`src/rtl/chan_512_packet_fir_coeff_seq.sv`:
```
// chan_512_packet_fir_coeff_seq: turns toggle-qualified software register commands into
// shadow-bank FIR coefficient writes, bulk clears and sync-aligned bank swaps.
module chan_512_packet_fir_coeff_seq #(
    parameter int N_TAPS = 32,
    parameter int ADDR_W = 5,
    parameter int COEF_W = 16
) (
    input  logic              user_clk,
    input  logic              user_rst,
    input  logic [31:0]       reg_data,
    input  logic              sync_in,
    output logic              coef_we,
    output logic [ADDR_W-1:0] coef_addr,
    output logic [COEF_W-1:0] coef_data,
    output logic              coef_bank_sel,
    output logic              active_bank,
    output logic              swap_pulse,
    output logic              busy,
    output logic              err,
    output logic [15:0]       cmd_count
);
    typedef enum logic [2:0] {IDLE, WR, CLR, ARMED, SWAP} state_t;
    localparam logic [1:0] OP_WR = 2'd1, OP_COMMIT = 2'd2, OP_CLR = 2'd3;
    localparam logic [ADDR_W-1:0] LAST = ADDR_W'(N_TAPS - 1);
    localparam logic [ADDR_W-1:0] ONE = ADDR_W'(1);

    state_t state, next_state;
    logic [31:0] r_data;
    logic last_toggle, new_cmd, addr_bad, accept;
    logic [1:0] op;
    logic we_n, bank_n, swap_n, busy_n, err_n;
    logic [ADDR_W-1:0] addr_n;
    logic [COEF_W-1:0] data_n;
    logic [15:0] cnt_n;

    assign op       = r_data[30:29];
    assign new_cmd  = r_data[31] ^ last_toggle;
    assign addr_bad = |(r_data[28:16] >> ADDR_W);
    // Commands arriving while busy are dropped, as are writes beyond the tap range.
    assign accept   = new_cmd && state == IDLE && !(op == OP_WR && addr_bad);

    always_ff @(posedge user_clk or posedge user_rst) begin
        if (user_rst) begin
            state       <= IDLE;
            r_data      <= '0;
            last_toggle <= 1'b0;
        end else begin
            state       <= next_state;
            r_data      <= reg_data;
            last_toggle <= r_data[31];
        end
    end

    always_comb begin
        next_state = state;
        case (state)
            IDLE:  next_state = !accept ? IDLE :
                                op == OP_WR ? WR :
                                op == OP_COMMIT ? ARMED :
                                op == OP_CLR ? CLR : IDLE;
            WR:    next_state = IDLE;
            CLR:   next_state = coef_addr == LAST ? IDLE : CLR;
            ARMED: next_state = sync_in ? SWAP : ARMED;
            SWAP:  next_state = IDLE;
            default: next_state = IDLE;
        endcase
    end

    always_comb begin
        we_n   = next_state == WR || next_state == CLR;
        addr_n = (state == IDLE && accept) ? (op == OP_WR ? r_data[16 +: ADDR_W] : '0) :
                 state == CLR ? coef_addr + ONE : coef_addr;
        data_n = (state == IDLE && accept && op == OP_WR) ? r_data[COEF_W-1:0] :
                 next_state == CLR ? '0 : coef_data;
        swap_n = state == ARMED && sync_in;
        bank_n = swap_n ? ~active_bank : active_bank;
        busy_n = next_state != IDLE;
        err_n  = err | (new_cmd & ~accept);
        cnt_n  = cmd_count + {15'd0, accept};
    end

    always_ff @(posedge user_clk or posedge user_rst) begin
        if (user_rst) begin
            coef_we       <= 1'b0;
            coef_addr     <= '0;
            coef_data     <= '0;
            active_bank   <= 1'b0;
            coef_bank_sel <= 1'b1;
            swap_pulse    <= 1'b0;
            busy          <= 1'b0;
            err           <= 1'b0;
            cmd_count     <= '0;
        end else begin
            coef_we       <= we_n;
            coef_addr     <= addr_n;
            coef_data     <= data_n;
            active_bank   <= bank_n;
            coef_bank_sel <= ~bank_n;
            swap_pulse    <= swap_n;
            busy          <= busy_n;
            err           <= err_n;
            cmd_count     <= cnt_n;
        end
    end
endmodule

```
`config.mk`:
```
export PLATFORM = sky130hd
export DESIGN_NAME = chan_512_packet_fir_coeff_seq
export DESIGN_NICKNAME = d
export VERILOG_FILES = /design/src/rtl/chan_512_packet_fir_coeff_seq.sv
export SDC_FILE = /design/constraint.sdc
export NUM_CORES = 1
export LEC_CHECK = 0
export CAP_MARGIN = 15
export CORE_MARGIN = 5
export CORE_UTILIZATION = 35
export DETAILED_ROUTE_END_ITERATION = 12
export SLEW_MARGIN = 20
export SYNTH_ARGS = -nofsm -noshare
export SYNTH_HDL_FRONTEND = slang
export SYNTH_SLANG_ARGS = --single-unit
```
`constraint.sdc`:
```
create_clock -name user_clk -period 2.57 [get_ports user_clk]
set_clock_uncertainty 0.05 [all_clocks]
set_input_delay 0.514 -clock user_clk [delete_from_list [all_inputs] [get_ports user_clk]]
set_output_delay 0.514 -clock user_clk [all_outputs]
set_load 0.005 [all_outputs]
```
Word level (Yosys, flattened, before mapping) --
Index checks and enable logic that the tools add are counted.
Storage, ports and cells: input port bits 35, output and inout port bits 43, bits in registers 79, logic and storage cells 54
Operators by class: add/sub/neg operators 2, reduce and logical (&&, ||, !) cells 13, mux-type cells 13, bitwise operators 6, eq/ne operators 8
Operator list (number):
- two-way mux 16 bit | 2
- adder 16 x 1 -> 16 bit | 1
- two-way mux 5 bit | 3
- two-way mux 2 bit | 5
- equality test 3 x 2 -> 1 bit (second input constant) | 3
- case mux 3 bit (3 select lines) | 1
- OR reduction 8 bit | 1
- logical AND 1 bit | 6
- adder 5 x 1 -> 5 bit (second input constant) | 1
- equality test 5 bit (second input constant) | 1
- equality test 2 bit (second input constant) | 2
- nonzero test 2 bit | 2
- equality test 3 x 1 -> 1 bit (second input constant) | 1
- logical NOT 3 bit | 1
- two-way mux 3 bit | 1
- NOT 1 bit | 3
- nonzero test 3 bit | 1
- equality test 2 x 1 -> 1 bit (second input constant) | 1
- AND 1 bit | 1
- logical NOT 1 bit | 1
- logical OR 1 bit | 1
- two-way mux 1 bit | 1
- OR 1 bit | 1
- XOR 1 bit | 1

Depth between registers and ports, before layout --
Gate-level depths: netlist (run 1).
depth after elaboration 9, gate-level depth with buffers 11, gate-level depth less buffers 11

Worst setup path before layout (run 1) --
Ideal clock, no wire load.
kind register to register, from reg r_data[22], to reg cmd_count[12], required time 2396 ps, period minus slack after synthesis 2581 ps, slack -11 ps, cell stages (with the launch flop) 11, arrival 2407 ps, library setup time 124 ps, path through dfrtp_1 > or4_1 > o21ai_2 > nand3_1 > inv_1 > ha_1 > ha_1 > inv_1 > nor3_1 > nand2_1 > xnor2_1
On the way: cells in the longest elaborated chain, start to end 5
RTL lines:
- start, declared | RTL line 28 | logic [31:0] r_data;
- start signal, assigned | RTL line 49 | r_data <= reg_data;
- OR reduction 8 bit | RTL line 38 | assign addr_bad = |(r_data[28:16] >> ADDR_W);
- logical AND 1 bit | RTL line 40 | assign accept = new_cmd && state == IDLE && !(op == OP_WR && addr_bad);
- logical NOT 1 bit | RTL line 40
- logical AND 1 bit | RTL line 40
- adder 16 x 1 -> 16 bit | RTL line 79 | cnt_n = cmd_count + {15'd0, accept};
- via cnt_n[12] | RTL line 34 | logic [15:0] cnt_n;
- end signal, assigned | RTL line 102 | cmd_count <= cnt_n;
- end, declared | RTL line 20 | output logic [15:0] cmd_count
The timed path passes the listed nets, and every way through them passes these cells. A chain may end at the register's enable or synchronous reset.

Worst setup path in the final report (run 1) --
from reg r_data[26], to reg cmd_count[8]
The elaborated chain is that of the path after synthesis.

==> key figures, run 1 <==
Run status
  – Status: finished clean

Finish
  – # nets final: 362
  – Ant diodes: 0
  – Layout cell share with drive strength beyond 1: 11.7%
  – Post-route cell area: 0.00413 mm²
  – Layout fillers: 758
  – Cell Count, Final, Fillers Out: 430
  – Layout area overhead: 40.4%
  – Fin util: about 50%

Placement
  – Pre-CTS setup slack: between 30 and 40 ps
  – Placed Cells: about 410
  – DP Wirelength: 4440 µm
  – GP Congestion: a little under 0.8
  – Cell Area, Placed: 0.00392 mm²
  – Number of port buffers: 77

Route
  – Final ANT Viol Nets: 0
  – Total wire length: 6220 µm
  – Drt first pass iters: 4
  – DR vias/cell: 4.61
  – DR WL/cell: approximately 14 µm
  – DR vias: 1981
  – 1st-iter DRT viols: 54
  – DRC viols: 0

Timing
  – Worst slew pin tran: 561 ps
  – Max Slew Vio Count: 0
  – Hold_ws: 393 ps
  – Final setup violation count: 0
  – Setup ws final: 191 ps
  – Setup_tns: 0 ps
  – Tcrit/Tclk final: 92.6%
  – Minimum clock period: 2380 ps
  – Fmax achieved: ~420 MHz
  – Headroom to the max-slew limit: a little over three fifths
  – Final Hold Viols: 0
  – RSZ-0062 raised after global routing: no

Setup path
  – R2r setup slk: around 190 ps
  – CP Launch Type: flop
  – Worst Setup End Kind: flop
  – CP Max Fanout: 4
  – FF-to-FF path depth: 10
  – CP required: 2760 ps
  – Reg2Reg Capture Point: cmd_count[8]
  – Critical Path Start: r_data[26]
  – RR Startpoint: r_data[26]
  – Critical Path AT: 2570 ps
  – Critical path class: flop to flop

Power and ir drop
  – Pwr Total: 3.11 mW
  – Lkg Pwr: 1.80 nW
  – Power per cell area: 753 mW/mm²
  – Maximum VDD drop: 0.305 mV

Yosys
  – Post-Synthesis Cells: 227
  – Post-Syn Area per Cell: 13.0 µm²
  – Synth Cell Area: around 0.0029 mm²
  – Syn Nets: 269
  – Synth Warn #: 0
  – Seq cells post-synth: 79
  – Distinct cell type count after synthesis: 31
  – Register area share after synthesis: around two thirds

Clock network
  – Resized Gates After CTS: 0
  – Clock Latency Late Sink: 350 ps
  – Clock sinks: 79
  – TritonCTS buffer count: 9
  – Root Buffer: clkbuf_8
  – H-tree depth: 3
  – CTS hold repair buffers: 0
  – Post-CTS setup buffers: 0
  – CTS Buffer Depth: 2
  – CTS tree: done
  – Clock transition at the registers of the reported paths: 90 ps

Global route
  – First-pass GRT wire length: just over 10000 µm
  – Largest net degree at the start of global routing: 33
  – GRT Overall Usage: 13.2%
  – Vias in the first global route: around 2100
  – Remaining global-route overflow: 0
  – Initial antenna violation count: 0

Min path
  – Hold Path End: last_toggle
  – Hold WC Path Type: flop to flop
  – Min-delay src: r_data[31]
  – Hold-critical path depth: 0

Floorplan
  – Core Area: 0.00822 mm²
  – Die height: 102 µm
  – Die width: 102 µm
  – Initial core utilization: between 30% and 40%
  – Num ports: 78
  – Die area: ~0.010 mm²
  – Num rows: 33

Run
  – Max Cap Viol: 0
==> worst max-delay path, cell delays in order (launching register included) <==
cell	delay (ps)
dfrtp_1	370
or4_4	560
o21ai_2	210
nand3_2	100
inv_1	80
ha_2	210
ha_1	170
inv_1	80
nor2_1	180
nand3_1	120
xnor2_1	140
==> cells in the final DEF (no fill, tap or decap), types with 3 or more instances in the layout <==
master / netlist / final
and3_1: 3 / 3
buf_4: 1 / 9
clkbuf_8: 0 / 9
clkdlybuf4s50_1: 0 / 77
dfrtp_1: 78 / 78
ha_1: 7 / 6
inv_1: 25 / 24
inv_6: 0 / 3
mux2i_1: 7 / 7
nand2_1: 11 / 11
nand3_1: 26 / 25
nand4_1: 3 / 3
nor2_1: 5 / 5
o31ai_1: 16 / 16
xnor2_1: 13 / 13
xor2_1: 8 / 8
==> power breakdown <==
part | internal, mW | total (mW) | switching, mW
clock | 0.370 | 0.861 | 0.491
combinational | 0.399 | 0.715 | 0.316
sequential | 1.40 | 1.53 | 0.131
==> worst max path at each step <==
stage	end	slack, ps	cells past startpoint
2_1_floorplan	cmd_count[12]	80	10
3_3_place_gp	cmd_count[12]	140	10
3_5_place_dp	cmd_count[14]	40	10
4_1_cts	cmd_count[14]	20	10
5_1_grt	cmd_count[12]	9	10
6_report	cmd_count[8]	190	10
==> flip-flops by register name, summed over array words and instances (netlist names) <==
name	cells
r_data	32
cmd_count	16
coef_data	16
coef_addr	5
state	3
active_bank	1
busy	1
coef_bank_sel	1
coef_we	1
err	1
last_toggle	1
swap_pulse	1
==> kinds of logic after synthesis <==
family | count (synthesis) | share of synthesized area (%)
compound gates | 23 | 5.79
simple gates | 59 | 10.9
flops | 79 | 67.3
xor+xnor | 21 | 6.26
buf+inv | 31 | 4.43
fa+ha+maj | 7 | 2.98
mux | 7 | 2.38
==> routing by layer <==
metal	GRT usage, %	vias up	part of all wire, %
li1	-	948	-
met4	5.83	0	1.7
met2	18.8	56	45
met1	18.1	968	46
met5	0	-	0
met3	4.82	9	6.7
==> cell usage after synthesis <==
cell | count | area share [%]
xor2_1 | 8 | 2.4
buf_2 | 2 | 0.34
xnor2_1 | 13 | 3.9
nand3_1 | 26 | 4.4
o31ai_1 | 16 | 4.1
nor2_1 | 5 | 0.64
ha_1 | 7 | 3.0
a21o_1 | 1 | 0.26
or4_4 | 1 | 0.38
nor3b_2 | 1 | 0.43
nand2_1 | 11 | 1.4
buf_4 | 1 | 0.26
o21ba_2 | 1 | 0.34
or4_1 | 1 | 0.26
dfrtp_1 | 78 | 66
nand3b_1 | 1 | 0.26
dfstp_2 | 1 | 0.89
nor4_4 | 1 | 0.72
inv_1 | 25 | 3.2
buf_6 | 1 | 0.38
o21ai_0 | 2 | 0.34
o21ai_2 | 1 | 0.30
clkbuf_1 | 2 | 0.26
mux2i_1 | 7 | 2.4
or3_1 | 1 | 0.21
a32oi_1 | 1 | 0.30
and2_1 | 1 | 0.21
and3_1 | 3 | 0.64
a21oi_1 | 1 | 0.17
nor3_1 | 4 | 0.68
nand4_1 | 3 | 0.64
==> final cells by class <==
cell class	count	area, µm²	share of cell area [%]
well taps	105	131	3.18
multi-input cells	117	856	20.7
flip-flops and latches	79	1980	47.9
inverters	25	97.6	2.36
clock inverters	7	62.6	1.52
repair buffers	88	878	21.3
clock buffers	9	124	3.00
Note: power is estimated with default switching activity, not from simulation.
==> run 2: changes to the inputs <==
--- a/config.mk
+++ b/config.mk
@@ -9,6 +9,7 @@
 export CORE_MARGIN = 5
 export CORE_UTILIZATION = 35
 export DETAILED_ROUTE_END_ITERATION = 12
+export RECOVER_POWER = 50
 export SLEW_MARGIN = 20
 export SYNTH_ARGS = -nofsm -noshare
 export SYNTH_HDL_FRONTEND = slang
==> key figures, run 2 (synthesis gave the netlist of run 1 again) <==
Floorplan
  – Num ports: 78 (unchanged)
  – Core Area: 0.00822 mm² (unchanged)
  – Die area: 0.0103 mm² (unchanged)
  – Initial core utilization: 35.8% (unchanged)
  – Die height: 102 µm (unchanged)
  – Num rows: 33 (unchanged)
  – Die width: 102 µm (unchanged)

Clock network
  – CTS hold repair buffers: 0 (unchanged)
  – Clock Latency Late Sink: 350 ps (about the same)
  – Root Buffer: clkbuf_8
  – Clock transition at the registers of the reported paths: 90 ps (about the same)
  – Post-CTS setup buffers: 0 (unchanged)
  – Resized Gates After CTS: 0 (unchanged)
  – H-tree depth: 3 (unchanged)
  – Clock sinks: 79 (unchanged)
  – TritonCTS buffer count: 9 (unchanged)
  – CTS Buffer Depth: 2 (unchanged)
  – CTS tree: done

Finish
  – Biggest regs: r_data (32), cmd_count (16), coef_data (16)
  – Commonest non-fill, non-tap cell in the layout: dfrtp_1
  – Ant diodes: 0 (unchanged)
  – Layout area overhead: 39.3%
  – Largest Register: r_data
  – Most frequent cells in the layout: 78 x dfrtp_1, 44 x clkdlybuf4s50_1, 33 x dlygate4sd3_1, 25 x nand3_1, 24 x inv_1
  – Max FFs per register: 32 (unchanged)
  – Layout cell share with drive strength beyond 1: 11.7% (unchanged)
  – Layout fillers: 759 (+0.13%)
  – # nets final: 362 (unchanged)

Global route
  – GRT Overall Usage: 13.2% (unchanged)
  – Largest net degree at the start of global routing: 33 (unchanged)
  – Remaining global-route overflow: 0 (unchanged)
  – First-pass GRT wire length: 10300 µm (unchanged)
  – Vias in the first global route: 2133 (unchanged)
  – Initial antenna violation count: 0 (unchanged)

Setup path
  – Reg2Reg Capture Point: cmd_count[8]
  – Critical path class: flop to flop
  – Worst Setup End Kind: flop
  – CP Launch Type: flop
  – FF-to-FF path depth: 10 (unchanged)
  – Critical Path AT: 2570 ps (about the same)
  – CP required: 2760 ps (about the same)
  – CP Max Fanout: 4 (unchanged)
  – RR Startpoint: r_data[26]
  – R2r setup slk: 190 ps (about the same)

Timing
  – Headroom to the max-slew limit: 32.4% (-30 points)
  – Setup ws final: 191 ps (-0.0690 ps)
  – Worst slew pin tran: 1010 ps (+448 ps)
  – Fmax achieved: 420 MHz (about the same)
  – Final setup violation count: 0 (unchanged)
  – Max Slew Vio Count: 0 (unchanged)
  – RSZ-0062 raised after global routing: no
  – Minimum clock period: 2380 ps (+0.0690 ps)
  – Final Hold Viols: 0 (unchanged)
  – Setup_tns: 0 ps (unchanged)
  – Tcrit/Tclk final: 92.6% (about the same)

Run status
  – Status: finished clean

Power and ir drop
  – Maximum VDD drop: 0.302 mV (-1.1%)
  – Lkg Pwr: 1.80 nW (-0.10%)
  – Power per cell area: 754 mW/mm² (+0.21%)
  – Pwr Total: 3.09 mW (-0.58%)

Route
  – DR vias/cell: 4.62 (+0.25%)
  – DRC viols: 0 (unchanged)
  – DR vias: 1986 (+0.25%)
  – Total wire length: 6210 µm (-0.14%)
  – 1st-iter DRT viols: 65 (+20%)
  – DR WL/cell: 14.5 µm (-0.14%)
  – Drt first pass iters: 4 (unchanged)
  – Final ANT Viol Nets: 0 (unchanged)

Placement
  – Pre-CTS setup slack: 36.5 ps (unchanged)
  – DP Wirelength: 4440 µm (unchanged)
  – GP Congestion: 0.770 (unchanged)
  – Number of port buffers: 77 (unchanged)

Min path
  – Min-delay src: r_data[31]
  – Hold Path End: last_toggle
  – Hold WC Path Type: flop to flop
  – Hold-critical path depth: 0 (unchanged)

Run
  – Max Cap Viol: 0 (unchanged)
-- run 2: layout make-up --
cell class / instances / area, µm² / area share [%]
Clock inverter: 7 / 62.6 / 1.53
Sequential cell: 79 / 1980 / 48.3
Multi-Input combinational cell: 117 / 856 / 20.9
Inverter: 25 / 95.1 / 2.32
Tap cell: 105 / 131 / 3.21
Clock buffer: 9 / 124 / 3.02
Timing Repair Buffer: 88 / 848 / 20.7
-- run 2: how the worst max path moves through the flow --
| stage | to | slack (ps) | cells past startpoint | from |
|---|---|---|---|---|
| finish | cmd_count[8] | 190 | 10 | r_data[26] |
| global route | cmd_count[12] | 9 | 10 | r_data[26] |
| CTS | cmd_count[14] | 20 | 10 | r_data[26] |
| detailed placement | cmd_count[14] | 40 | 10 | r_data[26] |
| global placement | cmd_count[12] | 140 | 10 | r_data[26] |
| floorplan | cmd_count[12] | 80 | 10 | r_data[22] |
-- run 2: per-layer routing --
layer,vias to the layer above,global-route usage [%],part of all wire (%)
met2,56,18.8,46
met4,0,5.83,1.7
met1,972,18.1,46
li1,949,-,-
met3,9,4.82,6.7
met5,-,0,0
-- run 2: critical path: stages (launching register included) --
cell,delay [ps]
dfrtp_1,370
or4_4,560
o21ai_2,210
nand3_2,100
inv_1,80
ha_2,210
ha_1,170
inv_1,80
nor2_1,180
nand3_1,120
xnor2_1,140
-- run 2: metrics by stage --
step           util [%]  std cells  instance area [µm²]  hold slack [ps]
2_1_floorplan         -        227                 2950              360
3_3_place_gp       47.7        414                 3920              372
3_5_place_dp       47.7        414                 3920              386
4_1_cts            50.0        430                 4110              394
5_1_grt            49.8        430                 4100              420
6_report           49.8        430                 4100              393
-- run 2: power by group --
group          leakage [nW]  internal (mW)  switching (mW)  total, mW
clock                0.0927          0.370           0.490      0.860
combinational         0.707          0.384           0.314      0.698
sequential            0.995           1.40           0.131       1.53
